<file path="config.mk">
export PLATFORM = sky130hd
export DESIGN_NAME = stage_if
export DESIGN_NICKNAME = d
export VERILOG_FILES = /design/src/rtl/stage_if_pkg.sv /design/src/rtl/stage_if_pc_reg.sv /design/src/rtl/stage_if.sv
export SDC_FILE = /design/constraint.sdc
export NUM_CORES = 1
export LEC_CHECK = 0
export ABC_AREA = 0
export BUFFER_PORTS_ARGS = -buffer_cell sky130_fd_sc_hd__buf_2
export CORE_ASPECT_RATIO = 0.7
export CORE_MARGIN = 5
export CORE_UTILIZATION = 40
export DETAILED_ROUTE_END_ITERATION = 12
export GPL_TIMING_DRIVEN = 0
export PLACE_DENSITY = 0.68
export SETUP_SLACK_MARGIN = 0.5
export SKIP_LAST_GASP = 1
export SLEW_MARGIN = 20
export SYNTH_ARGS = -nofsm -noshare
export SYNTH_HDL_FRONTEND = slang
export SYNTH_SLANG_ARGS = --single-unit
export TNS_END_PERCENT = 5
</file>
<file path="constraint.sdc">
create_clock -name clk -period 3.24 [get_ports clk]
set_input_delay 0.162 -clock clk [delete_from_list [all_inputs] [get_ports clk]]
set_output_delay 0.162 -clock clk [all_outputs]
set_load 0.02 [all_outputs]
</file>
<file path="src/rtl/stage_if_pkg.sv">
// rtl/stage_if_pkg.sv - shared constants and FSM encoding for the instruction-fetch stage
package stage_if_pkg;

    localparam logic [31:0] DEFAULT_RESET_PC = 32'h0000_0000;
    localparam logic [31:0] NOP_INST         = 32'h0000_0000;
    localparam logic [31:0] PC_STEP          = 32'd4;
    localparam logic [31:0] WORD_MASK        = 32'hFFFF_FFFC;

    typedef enum logic [1:0] {
        ST_FETCH = 2'd0,
        ST_HOLD  = 2'd1,
        ST_DROP  = 2'd2
    } if_state_t;

endpackage

</file>
<file path="src/rtl/stage_if_pc_reg.sv">
// rtl/stage_if_pc_reg.sv - fetch PC register with hold, +4 advance and redirect load
module stage_if_pc_reg
    import stage_if_pkg::*;
#(
    parameter logic [31:0] RESET_PC = DEFAULT_RESET_PC
) (
    input  logic        clk,
    input  logic        rst,
    input  logic        i_advance,
    input  logic        i_redirect,
    input  logic [31:0] i_redirect_pc,
    output logic [31:0] o_fetch_pc,
    output logic [31:0] o_fetch_pc_inc
);

    logic [31:0] r_fetch_pc;

    assign o_fetch_pc     = r_fetch_pc;
    assign o_fetch_pc_inc = r_fetch_pc + PC_STEP;

    // Redirect outranks advance; the caller supplies an already word-aligned target.
    always_ff @(posedge clk) begin
        if (rst) begin
            r_fetch_pc <= RESET_PC & WORD_MASK;
        end else if (i_redirect) begin
            r_fetch_pc <= i_redirect_pc;
        end else if (i_advance) begin
            r_fetch_pc <= o_fetch_pc_inc;
        end
    end

endmodule

</file>
<file path="src/rtl/stage_if.sv">
// rtl/stage_if.sv - instruction fetch stage: request FSM, one-entry skid buffer and IF/ID register
module stage_if
    import stage_if_pkg::*;
#(
    parameter logic [31:0] RESET_PC = DEFAULT_RESET_PC
) (
    input  logic        clk,
    input  logic        rst,
    output logic        imem_req,
    output logic [31:0] imem_addr,
    input  logic        imem_rdy,
    input  logic [31:0] imem_data,
    input  logic        stall,
    input  logic        redirect,
    input  logic [31:0] redirect_pc,
    output logic [31:0] pc,
    output logic [31:0] inst,
    output logic        inst_valid
);

    if_state_t   r_state;
    if_state_t   w_state_nxt;
    logic        r_active;
    logic [31:0] r_req_addr;
    logic [31:0] r_skid_pc;
    logic [31:0] r_skid_inst;
    logic [31:0] r_pc;
    logic [31:0] r_inst;
    logic        r_valid;

    logic [31:0] w_target;
    logic [31:0] w_fetch_pc;
    logic [31:0] w_fetch_pc_inc;
    logic        w_advance;
    logic        w_skid_load;
    logic [31:0] w_req_addr_nxt;
    logic [31:0] w_pc_nxt;
    logic [31:0] w_inst_nxt;
    logic        w_valid_nxt;

    assign w_target   = redirect_pc & WORD_MASK;
    assign imem_req   = r_active && (r_state != ST_HOLD);
    assign imem_addr  = r_req_addr;
    assign pc         = r_pc;
    assign inst       = r_inst;
    assign inst_valid = r_valid;

    stage_if_pc_reg #(
        .RESET_PC(RESET_PC)
    ) u_pc_reg (
        .clk           (clk),
        .rst           (rst),
        .i_advance     (w_advance),
        .i_redirect    (redirect),
        .i_redirect_pc (w_target),
        .o_fetch_pc    (w_fetch_pc),
        .o_fetch_pc_inc(w_fetch_pc_inc)
    );

    always_comb begin
        w_state_nxt    = r_state;
        w_advance      = 1'b0;
        w_skid_load    = 1'b0;
        w_req_addr_nxt = r_req_addr;
        w_pc_nxt       = r_pc;
        w_inst_nxt     = r_inst;
        w_valid_nxt    = r_valid;

        if (redirect) begin
            w_inst_nxt  = NOP_INST;
            w_valid_nxt = 1'b0;
            // An outstanding request must still complete at its old address before retargeting.
            if ((r_state == ST_FETCH && r_active && !imem_rdy) ||
                (r_state == ST_DROP && !imem_rdy)) begin
                w_state_nxt = ST_DROP;
            end else begin
                w_state_nxt    = ST_FETCH;
                w_req_addr_nxt = w_target;
            end
        end else begin
            case (r_state)
                ST_FETCH: begin
                    if (r_active && imem_rdy) begin
                        w_advance      = 1'b1;
                        w_req_addr_nxt = w_fetch_pc_inc;
                        if (stall) begin
                            w_skid_load = 1'b1;
                            w_state_nxt = ST_HOLD;
                        end else begin
                            w_pc_nxt    = r_req_addr;
                            w_inst_nxt  = imem_data;
                            w_valid_nxt = 1'b1;
                        end
                    end else if (!stall) begin
                        w_inst_nxt  = NOP_INST;
                        w_valid_nxt = 1'b0;
                    end
                end
                ST_HOLD: begin
                    if (!stall) begin
                        w_pc_nxt    = r_skid_pc;
                        w_inst_nxt  = r_skid_inst;
                        w_valid_nxt = 1'b1;
                        w_state_nxt = ST_FETCH;
                    end
                end
                ST_DROP: begin
                    if (imem_rdy) begin
                        w_state_nxt    = ST_FETCH;
                        w_req_addr_nxt = w_fetch_pc;
                    end
                    if (!stall) begin
                        w_inst_nxt  = NOP_INST;
                        w_valid_nxt = 1'b0;
                    end
                end
                default: begin
                    w_state_nxt = ST_FETCH;
                end
            endcase
        end
    end

    always_ff @(posedge clk) begin
        if (rst) begin
            r_state     <= ST_FETCH;
            r_active    <= 1'b0;
            r_req_addr  <= RESET_PC & WORD_MASK;
            r_skid_pc   <= 32'h0;
            r_skid_inst <= NOP_INST;
            r_pc        <= 32'h0;
            r_inst      <= NOP_INST;
            r_valid     <= 1'b0;
        end else begin
            r_state    <= w_state_nxt;
            r_active   <= 1'b1;
            r_req_addr <= w_req_addr_nxt;
            if (w_skid_load) begin
                r_skid_pc   <= r_req_addr;
                r_skid_inst <= imem_data;
            end
            r_pc    <= w_pc_nxt;
            r_inst  <= w_inst_nxt;
            r_valid <= w_valid_nxt;
        end
    end

endmodule

</file>
# [Word-level counts from Yosys, hierarchy flattened]
# Index checks and enable logic that the tools add are counted.
[word_totals] output_inout_bits=98 elab_cells=76 regBits=196 in_bits=69
[classes] eq_ne=12 reduce_logical=17 muxes=35 bitwise=1 n_addsub=1
[op_table] cell="$mux 32" n=13
[op_table] cell="$pmux 32 s2" n=2
[op_table] cell="$pmux 32 s3" n=1
[op_table] cell="$add 32x3->32 const B" n=1
[op_table] cell="$mux 2" n=6
[op_table] cell="$ne 3x3->1 const B" n=4
[op_table] cell="$mux 1" n=11
[op_table] cell="$reduce_and 4->1" n=2
[op_table] cell="$ne 2x2->1 const B" n=3
[op_table] cell="$pmux 2 s3" n=1
[op_table] cell="$reduce_bool 3->1" n=2
[op_table] cell="$logic_and 1x1->1" n=5
[op_table] cell="$reduce_and 5->1" n=1
[op_table] cell="$ne 2x1->1 const B" n=2
[op_table] cell="$reduce_bool 2->1" n=2
[op_table] cell="$ne 3x2->1 const B" n=1
[op_table] cell="$pmux 1 s3" n=1
[op_table] cell="$reduce_and 3->1" n=1
[op_table] cell="$eq 2x1->1 const B" n=1
[op_table] cell="$eq 2x2->1 const B" n=1
[op_table] cell="$logic_not 2->1" n=1
[op_table] cell="$reduce_or 2->1" n=1
[op_table] cell="$logic_not 1->1" n=1
[op_table] cell="$logic_or 1x1->1" n=1
[op_table] cell="$not 1->1" n=1

# [Logic depth before layout (Yosys ltp)]
# Gate-level depths: netlist (run 1).
[logic_depth] depth_word=6 ltp_mapped=10 ltp_nobuf=7

# [By module]
# Synthesis (run 1) repeated with hierarchy kept, for this count alone.
[hier_totals] cells_unflattened=1273 area_unflattened_um2=10034.6
[by_module_without_submodules] mod="stage_if" instances=1 seq_area_each_um2=3283.1 area_each_um2=7611.0 cells_each=971
[by_module_without_submodules] mod="stage_if_pc_reg" instances=1 seq_area_each_um2=640.6 area_each_um2=2423.6 cells_each=302

# [Worst setup path before layout (run 1)]
# No wires, ideal clock.
[synth_path] kind="register to register" startpoint="reg r_state[0]" endpoint="reg r_inst[10] (netlist: inst[10])" path_buffers=1 arrival_ns=1.841 setup_slack_ns=1.274 path_stages_with_launch=8 setup_ns=0.125 required_ns=3.115 synth_period_minus_slack_ns=1.966 cell_sequence="dfxtp_1 -> inv_1 -> ha_1 -> nor3_1 -> nand3b_1 -> a31oi_1 -> clkbuf_1 -> o2bb2ai_1"
[synth_via] elab_chain_cells=3 elab_cells_between_ends=8 classes_between="eq/ne (4); mux (1); reduce/logical (3)"
[synth_rtl] item="start: declaration" line="stage_if.sv:21" source="if_state_t r_state;"
[synth_rtl] item="start signal: assignment" line="stage_if.sv:135" source="r_state <= w_state_nxt;"
[synth_rtl] item="$eq 2x1->1, or another cell as far along" line="stage_if.sv:81" source="case (r_state)"
[synth_rtl] item="$ne 2x2->1 (no line), or another cell as far along"
[synth_rtl] item="$reduce_and 3->1 (no line)"
[synth_rtl] item="end signal: assignment" line="stage_if.sv:143" source="r_inst <= w_inst_nxt;"
[synth_rtl] item="end: declaration" line="stage_if.sv:28" source="logic [31:0] r_inst;"
# Parallel ways exist; a longest one is shown, timed or not.
# A chain may end at the register's enable or synchronous reset.

# [Worst setup path in the final report (run 1)]
[layout_path] startpoint="reg r_state[0]" endpoint="reg u_pc_reg.r_fetch_pc[18] (netlist: u_pc_reg.o_fetch_pc[18])"
[layout_via] elab_chain_cells=4
[layout_rtl] item="$logic_not 2->1" line="stage_if.sv:81"
[layout_rtl] item="$mux 1" line="stage_if.sv:81"
[layout_rtl] item="$mux 1" line="stage_if.sv:69" source="if (redirect) begin"
[layout_rtl] item="$reduce_bool 2->1 (no line)"
[layout_rtl] item="end signal: assignment" line="stage_if_pc_reg.sv:24" source="r_fetch_pc <= RESET_PC & WORD_MASK;"
[layout_rtl] item="end signal: assignment" line="stage_if_pc_reg.sv:26" source="r_fetch_pc <= i_redirect_pc;"
[layout_rtl] item="end signal: assignment" line="stage_if_pc_reg.sv:28" source="r_fetch_pc <= o_fetch_pc_inc;"
[layout_rtl] item="end: declaration" line="stage_if_pc_reg.sv:16" source="logic [31:0] r_fetch_pc;"
# Every way passes these cells.

==> results.md, run 1 <==
- DRT Wirelength: ~28000 um
- Slew Limit Fails: 0
- CP Class: reg2reg
- Peak supply drop: approximately 350 uV
- Sw Pwr: 1.60 mW
- Chip Width: 186 um
- Tmin final: 2630 ps
- Hold_ws: 19.5 ps
- Mapped Cells: 1010
- Post-route DRC: 0
- Clock slew at the register clock pins of the worst setup and hold paths: about 80 ps
- Combinational Power Share: 0.139
- Pwr dens: 497 nW/um^2
- DIE HEIGHT: between 100 and 150 um
- Synth-to-Final Area Change: 24.0%
- RSZ-0062 raised after global routing: true
- Cell family with most CP delay: simple AND/OR/NAND/NOR gates
- Starting Density: 0.403
- Max incr delay on CP: 470 ps
- Register area share after synthesis: 0.434
- Post-CTS setup repair buffer count: 0
- Placed Cells: between 1k and 1.5k
- Max Freq: roughly 380 MHz
- Worst path required time: 3520 ps
- Distinct cells, synth: 59
- Hpwl dp: 20500 um
- Nets: 1297
- Leading cell types by count after synthesis: dfxtp_1 (188), nand2_1 (163), a21oi_1 (96), clkbuf_1 (65), nor2_1 (60)
- Gr ovfl total: 0
- Most common cell in the netlist: dfxtp_1
- HP Class: in2reg
- Drt first pass iters: 6
- Period utilization: 0.813
- Final Core Density: 0.500
- Seq pwr share: 0.471
- H-tree depth: 4
- Post-synth EDFFs: 0
- Synthesized area per cell: 8.59 um^2
- Slew @ Worst Pin: 829 ps
- Crit. End Element: flip-flop
- First-pass GRT wire length: 43200 um
- Synth top area cells: dfxtp_1 (43%), nand2_1 (7.1%), a21oi_1 (5.5%), mux2i_1 (3.6%), a211oi_1 (3.4%)
- Final ANT Viol Nets: 0
- Clock power share: 0.390
- Vias in the first global route: 7517
- Worst clock skew: between 10 and 15 ps
- Sw Ratio: 0.300
- Int Pwr: 3.74 mW
- Register area: 3760 um^2
- YS warnings: 0
- Synth Cell Area: between 8000 and 9000 um^2
- Share of layout cells above drive strength 1: 0.190
- Most area-hungry cell type in the Yosys netlist: dfxtp_1
- CP Data Arrival Time: 2920 ps
- M2 GR Usage: 0.296
- Filler instances: between 2k and 2.5k
- Status: completed
- Initial antenna violation count: 1
- Leakage: 4.07 nW
- Clk buf depth: 2
- Site row count: 45
- Met1 Resource Use GR: 0.349
- GR Util met3: 0.0543
- Worst-Skew Late Latency: 440 ps
- CP Max Fanout: 10
- CTS Buf Count: 17
- Ys async rst share: 0
- CP max stage cell: a311oi_1
- MaxCap Viol Count: 0
- CORE AREA: between 20000 and 25000 um^2
- Busiest metal layer after global routing: met1
- Post-DR wirelength/cell: 18.3 um
- Buf+Inv Stages, Crit Path: 3
- GRT Total Usage: 0.220
- Crit path cell chain: inv_1 -> ha_1 -> buf_2 -> and4_1 -> clkbuf_1 -> nand4_4 -> or3_1 -> a311oi_1
- Ys flop type: dfxtp_1
- IO Pins: 167
- CTS Sinks: 188
- Hold Fails Final Rpt: 0
- Root Buffer: clkbuf_16
- Via count: 8304
- Flops & latches, synth: 188
- CTS tree: done
- Setup violators final: 0
- Max_slew headroom: 0.443
- Type of origin of the critical path: flip-flop
- Pin count of the biggest net entering global routing: 19
- Die area: roughly 25000 um^2
- Via-to-Cell Ratio: 5.47
- DRT iter0 DRCs: 879
- Port bufs: ~160
- Finished Layout Cells: 1518
- Setup TNS: 0 ps
- Global placement routability congestion: 0.934
- Yosys top cell area share: 0.434
- Multi-input gate area: ~4400 um^2
==> cell usage in the layout, fill, tap and decap left out, types with 17 or more instances in the layout <==
cell type and n:
a211oi_1 39, a21oi_1 95, a22oi_1 33, buf_2 168, clkbuf_1 65, clkbuf_16 17, dfxtp_1 188, dlygate4sd3_1 34
mux2i_1 31, nand2_1 163, nand3_1 31, nand4_1 18, nor2_1 60, o211ai_1 17, o21ai_0 23, o2bb2ai_1 32
xnor2_1 23, xor2_1 30
==> through the flow <==
step / setup WS [ps] / area (um^2) / total power, mW
2_1_floorplan: 1270 / 8680 / 2.98
3_3_place_gp: 634 / 9820 / 3.26
3_5_place_dp: 617 / 9820 / 3.26
4_1_cts: 617 / 10700 / 5.36
5_1_grt: 394 / 10800 / 5.54
6_report: 607 / 10800 / 5.35
==> worst paths after layout <==
kind | endpoint | slack (ps) | cells past startpoint | from
worst min-delay path | u_pc_reg.o_fetch_pc[2] | 20 | 3 | redirect_pc[2]
worst min register to register | r_skid_pc[20] | 460 | 2 | r_skid_pc[20]
worst max-delay path | u_pc_reg.o_fetch_pc[18] | 610 | 8 | r_state[0]
worst max register to register | u_pc_reg.o_fetch_pc[18] | 610 | 8 | r_state[0]
==> routing by layer <==
metal / wire length [um] / vias up
li1: - / 4012
met1: 13300 / 3861
met2: 11200 / 389
met3: 2850 / 42
met4: 457 / 0
met5: 0 / -
==> worst reg2reg max path, delay by kind of cell, from the launching register on <==
kind                       cells  cell delay, ps
DFF                            1             380
adders and majority gates      1             150
AOI/OAI and AO/OA              1             470
and+or+nand+nor                3             860
buffers and inverters          3             610
==> layout make-up <==
cell class | count | share of cell area
antenna | 1 | 0.000233
buffer | 96 | 0.0446
clock buffer | 19 | 0.0421
clock inverter | 12 | 0.0119
inverter | 16 | 0.00558
multi-input combinational | 713 | 0.408
sequential | 188 | 0.350
tap | 282 | 0.0328
timing repair buffer | 191 | 0.105
==> flip-flops by register name (all words and copies together) (netlist names), named ones only <==
name,flops
inst,32
pc,30
r_skid_pc,30
r_active,1
r_skid_inst,32
r_state,2
u_pc_reg.o_fetch_pc,30
imem_addr,30
==> power by group through the flow <==
stage | combinational (mW) | sequential, mW | clock [mW]
floorplan | 0.377 | 2.60 | 0
global placement | 0.691 | 2.57 | 0
detailed placement | 0.697 | 2.57 | 0
CTS | 0.732 | 2.51 | 2.12
global route | 0.806 | 2.53 | 2.20
finish | 0.746 | 2.52 | 2.08
==> timing repair <==
item,4_1_cts,5_1_grt
setup endpoints to repair,0,37
hold buffers,34,0
resized for setup,0,2
hold endpoints to repair,34,0
==> cells by family after synthesis <==
kind of cell,count (synthesis),synth area share
AOI/OAI and AO/OA,285,0.221
xor gates and xnor gates,53,0.0535
adders and majority gates,5,0.00721
buffers and inverters,112,0.0622
DFF,188,0.434
muxes,32,0.0371
other,1,0.000432
and+or+nand+nor,334,0.185
Power figures use the tool's default switching activity.
==> run 2, diff against run 1 <==
ABC_AREA = 1   (was 0)
PLACE_DENSITY = 0.7   (was 0.68)
clock period = 2.2 ns   (was 3.24 ns; I/O delays follow)
==> run 2 against run 1 <==
Effect of this change: area after synthesis increased by 2.2%; sequential power increased by 52%; clock skew barely moved; via count increased by 20%; worst setup slack lost 240 ps; clock power increased by 48%; core utilization up 4.4 points; critical path type unchanged; wire length increased by 15%; register-to-register slack got worse by 240 ps; worst hold slack worse by 11 ps; global-route usage up 1.9 points.
==> results.md, run 2 <==
- CORE AREA: about 22000 um^2
- Final ANT Viol Nets: 0
- Via count: 9943
- Synth top area cells: dfxtp_1 (42%), nand2_1 (11%), o21ai_0 (11%), a21oi_1 (11%), inv_1 (5.0%)
- Multi-input gate area: approximately 4500 um^2
- Most area-hungry cell type in the Yosys netlist: dfxtp_1
- Placed Cells: 1733
- Port bufs: 159
- Combinational Power Share: 0.220
- Finished Layout Cells: 1848
- CP Class: reg2reg
- Commonest non-fill, non-tap cell in the layout: nand2_1
- Slew Limit Fails: 0
- Starting Density: 0.408
- Flops & latches, synth: between 150 and 200
- Seq pwr share: 0.433
- Setup WS post-layout: 366 ps
- GRT Total Usage: 0.239
- Chip Width: 188 um
- Site row count: 45
- First-pass GRT wire length: 48900 um
- CTS tree: done
- Sw Ratio: 0.337
- CTS Sinks: 188
- Crit. End Element: flip-flop
- Mapped Cells: 1289
- Area post-placement: between 10000 and 15000 um^2
- Clock slew at the register clock pins of the worst setup and hold paths: around 80 ps
- Share of layout cells above drive strength 1: 0.212
- Max_slew headroom: 0.474
- Worst-Skew Late Latency: 450 ps
- Synth Cell Area: 8870 um^2
- Tmin final: about 1800 ps
- Peak supply drop: 581 uV
- CP Max Fanout: 5
- Period utilization: 0.834
- Initial antenna violation count: 2
- RSZ-0062 raised after global routing: true
- YS warnings: 0
- Post-synth EDFFs: 0
- Type of origin of the critical path: flip-flop
- Synth-to-Final Area Change: 33.3%
- DIE HEIGHT: approximately 130 um
- Clock power share: 0.347
- Reg2reg setup slack: 370 ps
- Worst R2R Path Depth: 8
- Hold endpoint: imem_addr[19]
- CTS Buf Count: 17
- CP max stage cell: dfxtp_1
- Worst path required time: 2570 ps
- Via-to-Cell Ratio: 5.38
- Pin count of the biggest net entering global routing: 20
- DRT Wirelength: between 30000 and 40000 um
- Int Pwr: 5.87 mW
- Design area: 11800 um^2
- Most numerous cell on the critical path: nand2_1
- Slew @ Worst Pin: approximately 790 ps
- Min-Delay Path Depth: 3
- Max Freq: 545 MHz
- Commonest non-fill, non-tap cells in the layout: nand2_1 (256), o21ai_0 (184), a21oi_1 (182)
- Max incr delay on CP: 410 ps
- Clk buf depth: 2
- Post-route DRC: 0
- Reg-to-Reg End: imem_addr[13]
- Sw Pwr: about 3.0 mW
- Leakage: 5.01 nW
- Ys async rst share: 0
- Status: completed
- Crit path cell chain: nand2_1 -> nor2_2 -> nand2_1 -> nor2_1 -> nand2_1 -> nand2_1 -> o21ai_0 -> a21oi_1
- Root Buffer: clkbuf_16
- Yosys top cell area share: 0.424
- Reg-to-reg startpoint: u_pc_reg.o_fetch_pc[4]
- Nets: 1625
- Setup violators final: 0
- Leading cell types by count after synthesis: nand2_1 (262), o21ai_0 (191), a21oi_1 (190), dfxtp_1 (188), inv_1 (119)
- Pwr dens: 750 nW/um^2
- Vias in the first global route: 9037
- MaxCap Viol Count: 0
- CP Data Arrival Time: 2200 ps
- Distinct cells, synth: 29
- Gr ovfl total: 0
- Post-DR wirelength/cell: 17.4 um
- IO Pins: 167
- Register area: 3770 um^2
- Hpwl dp: 22600 um
- Worst clock skew: approximately 13 ps
- Register area share after synthesis: 0.424
- H-tree depth: 4
- Tot Pwr: roughly 8.9 mW
- Ys flop type: dfxtp_1
- Setup TNS: 0 ps
- Place WS: between 80 and 90 ps
- Most common cell in the netlist: nand2_1
- Hold_ws: 8.00 ps
- DRT iter0 DRCs: 1230
- Hold Fails Final Rpt: 0
- Drt first pass iters: 5
- HP Class: in2reg
- Worst Setup SP: u_pc_reg.o_fetch_pc[4]
- Final Core Density: 0.544
- Filler instances: 2059
- Hold path start: redirect_pc[19]
- Synthesized area per cell: 6.88 um^2
- Global placement routability congestion: 0.981
- Die area: 25300 um^2
## run 2: cell types whose count changed in the layout (fill, tap and decap cells not counted), moves of 32 or more
cell,change
nor2_1,+50
o2bb2ai_1,-32
inv_1,+101
a21oi_1,+87
nand2_1,+93
a211oi_1,-39
a22oi_1,-33
clkbuf_1,-35
o21ai_0,+161
## run 2: area by class of cell
class / instances / area share
diodes: 2 / 0.000424
plain buffers: 86 / 0.0428
clock buffers: 17 / 0.0360
clock inverters: 15 / 0.0130
inverters: 126 / 0.0413
multi-input cells: 892 / 0.378
flip-flops and latches: 188 / 0.319
well taps: 282 / 0.0299
repair buffers: 240 / 0.140
## run 2: what timing repair did
| item | 4_1_cts | 5_1_grt |
|---|---|---|
| hold buffers | 50 | 0 |
| hold endpoints to repair | 57 | 0 |
| setup endpoints to repair | 186 | 185 |
| pin swaps | 5 | 9 |
| gates resized for setup | 69 | 60 |
| setup buffers | 13 | 11 |
| cloned | 4 | 3 |
## run 2: cells by family after synthesis
logic type      share of synthesized area
compound gates                      0.271
simple gates                        0.193
buf+inv                            0.0961
flops                               0.424
xor+xnor                          0.00790
fa+ha+maj                         0.00706
other cells                      0.000423
## run 2: per-layer routing
| layer | vias to the layer above | global-route usage | routed length [um] |
|---|---|---|---|
| met5 | - | 0 | 0 |
| met2 | 546 | 0.355 | 13800 |
| met4 | 0 | 0.0958 | 892 |
| met1 | 4543 | 0.340 | 14200 |
| li1 | 4783 | - | - |
| met3 | 71 | 0.0530 | 3180 |
## run 2: worst max-delay path: cells and delay by family, from the launching register on
kind / cells / cell delay, ps
AND/OR/NAND/NOR: 6 / 1060
AO/OA/AOI/OAI: 2 / 300
flip-flops: 1 / 410
## run 2: worst max path at each step
stage / end / slack [ps] / cells after the start
6_report: imem_addr[13] / 370 / 8
3_3_place_gp: inst[21] / 70 / 10
3_5_place_dp: u_pc_reg.o_fetch_pc[11] / 80 / 8
2_1_floorplan: inst[13] / 510 / 10
4_1_cts: imem_req / 440 / 6
5_1_grt: imem_addr[13] / 310 / 8
## run 2: power groups by stage
stage	sequential (mW)	clock [mW]	combinational [mW]
after floorplan	3.97	0	0.820
after global placement	3.88	0	1.50
after detailed placement	3.89	0	1.51
after CTS	3.81	3.09	1.80
after global routing	3.85	3.23	2.10
final	3.83	3.08	1.95
==> run 3, diff against run 2 <==
PLACE_DENSITY = 0.68   (was 0.7)
clock period = 1.7 ns   (was 2.2 ns; I/O delays follow)
==> run 3 against run 2 <==
Effect of this change: the flow now finishes with violations (hold timing, setup timing); global-route usage about the same; sequential cell count unchanged; worst setup slack worse by 430 ps; clock skew up 1.8 ps; wire length down 1.4%; power up 27%; worst hold slack worse by 9.2 ps; core utilization up 0.21 points; sequential share of layout area down 0.072 points.
==> results.md, run 3 (synthesis gave the netlist of run 2 again) <==
- Tot Pwr: 11.2 mW
- CP Class: reg2reg
- Root Buffer: clkbuf_16
- Tmin final: 1760 ps
- Clock slew at the register clock pins of the worst setup and hold paths: 80 ps
- Vias in the first global route: slightly below 9k
- Setup violators final: 14
- GRT Total Usage: 0.239
- DRT iter0 DRCs: approximately 1k
- Max Freq: about 570 MHz
- Pin count of the biggest net entering global routing: 18
- Clk buf depth: 2
- CTS Buf Count: 17
- Hold Fails Final Rpt: 1
- Post-DR wirelength/cell: between 15 and 20 um
- Starting Density: 0.408
- Peak supply drop: 810 uV
- CP Max Fanout: 10
- H-tree depth: 4
- Pwr dens: 946 nW/um^2
- Port bufs: 159
- Post-route DRC: 0
- Hold_ws: -1.24 ps
- Commonest non-fill, non-tap cell in the layout: nand2_1
- Period utilization: 1.04
- Worst-Skew Late Latency: 440 ps
- IO Pins: about 170
- Slew Limit Fails: 0
- Crit. End Element: flip-flop
- Register area: 3780 um^2
- CTS tree: done
- Leakage: 4.99 nW
- Failing checks: hold timing, setup timing
- Type of origin of the critical path: flip-flop
- DIE HEIGHT: 135 um
- Slew @ Worst Pin: 776 ps
- Final ANT Viol Nets: 0
- CTS Sinks: between 150 and 200
- Via count: 9660
- HP Class: in2reg
- First-pass GRT wire length: 48600 um
- Drt first pass iters: 7
- Site row count: 45
- Commonest non-fill, non-tap cells in the layout: nand2_1 (253), a21oi_1 (181), dfxtp_1 (178)
- Filler instances: between 2k and 2.5k
- CORE AREA: around 22000 um^2
- Multi-input gate area: 4530 um^2
- Worst path required time: 2020 ps
- Nets: 1617
- Global placement routability congestion: 0.977
- Via-to-Cell Ratio: 5.26
- Share of layout cells above drive strength 1: 0.216
- CP Data Arrival Time: ~2100 ps
- MaxCap Viol Count: 0
- Setup WS post-layout: -62.4 ps
- DRT Wirelength: roughly 32000 um
- Worst clock skew: between 15 and 20 ps
- RSZ-0062 raised after global routing: true
- Max_slew headroom: 0.483
- Setup TNS: -326 ps
- Status: complete, but fails checks
- Initial antenna violation count: 1
- Hpwl dp: 22900 um
- Die area: about 25000 um^2
- Synth-to-Final Area Change: 33.8%
- Gr ovfl total: 0
- Chip Width: 188 um
-- run 3: final cells by class --
type,count,area share
Inverter,126,0.0414
Sequential cell,188,0.319
Antenna cell,1,0.000211
Tap cell,282,0.0297
Multi-Input combinational cell,892,0.382
Clock inverter,11,0.00886
Clock buffer,19,0.0365
Timing Repair Buffer,232,0.131
Buffer,86,0.0516
-- run 3: worst max-delay path: stages (launching register included) --
cell     delay [ps]
dfxtp_4         390
inv_4            50
ha_4            180
nand2_2          70
nand2_2          50
nand3_2          80
o21ai_2          80
nor2_4          150
buf_12          140
inv_4            60
buf_8           140
a21oi_1         150
a21oi_1          90
-- run 3: worst paths after layout --
kind              startpoint       endpoint  slack (ps)  cells past startpoint
max reg2reg       r_state[0]  imem_addr[25]         -60                     12
min          redirect_pc[19]  imem_addr[19]          -1                      3
min reg2reg           pc[30]         pc[30]         440                      2
max               r_state[0]  imem_addr[25]         -60                     12
-- run 3: what timing repair did --
action                                  4_1_cts  5_1_grt
hold buffers                                 53        0
hold endpoints to repair                     65        0
endpoints found under the setup margin      192      193
buffers inserted                             11        6
cloned                                        3        0
gates resized for setup                     106       61
pin swaps                                     7        8
-- run 3: report_power, final --
group | internal [mW] | switching (mW) | total [mW]
clock | 1.91 | 1.87 | 3.78
sequential | 4.68 | 0.270 | 4.95
combinational | 0.941 | 1.55 | 2.49
-- run 3: layer usage --
layer | global-route usage | up-vias | wire length, um
li1 | - | 4771 | -
met5 | 0 | - | 0
met4 | 0.0660 | 0 | 778
met3 | 0.0669 | 54 | 3150
met2 | 0.350 | 446 | 13200
met1 | 0.345 | 4389 | 14500
-- run 3: through the flow --
step | util | instance area, um^2 | worst slack [ps] | instances
floorplan | - | 9000 | 189 | 1292
global placement | 0.467 | 10200 | -269 | 1733
detailed placement | 0.467 | 10200 | -315 | 1733
CTS | 0.536 | 11600 | -10.9 | 1830
global route | 0.546 | 11900 | -108 | 1837
finish | 0.546 | 11900 | -62.4 | 1837
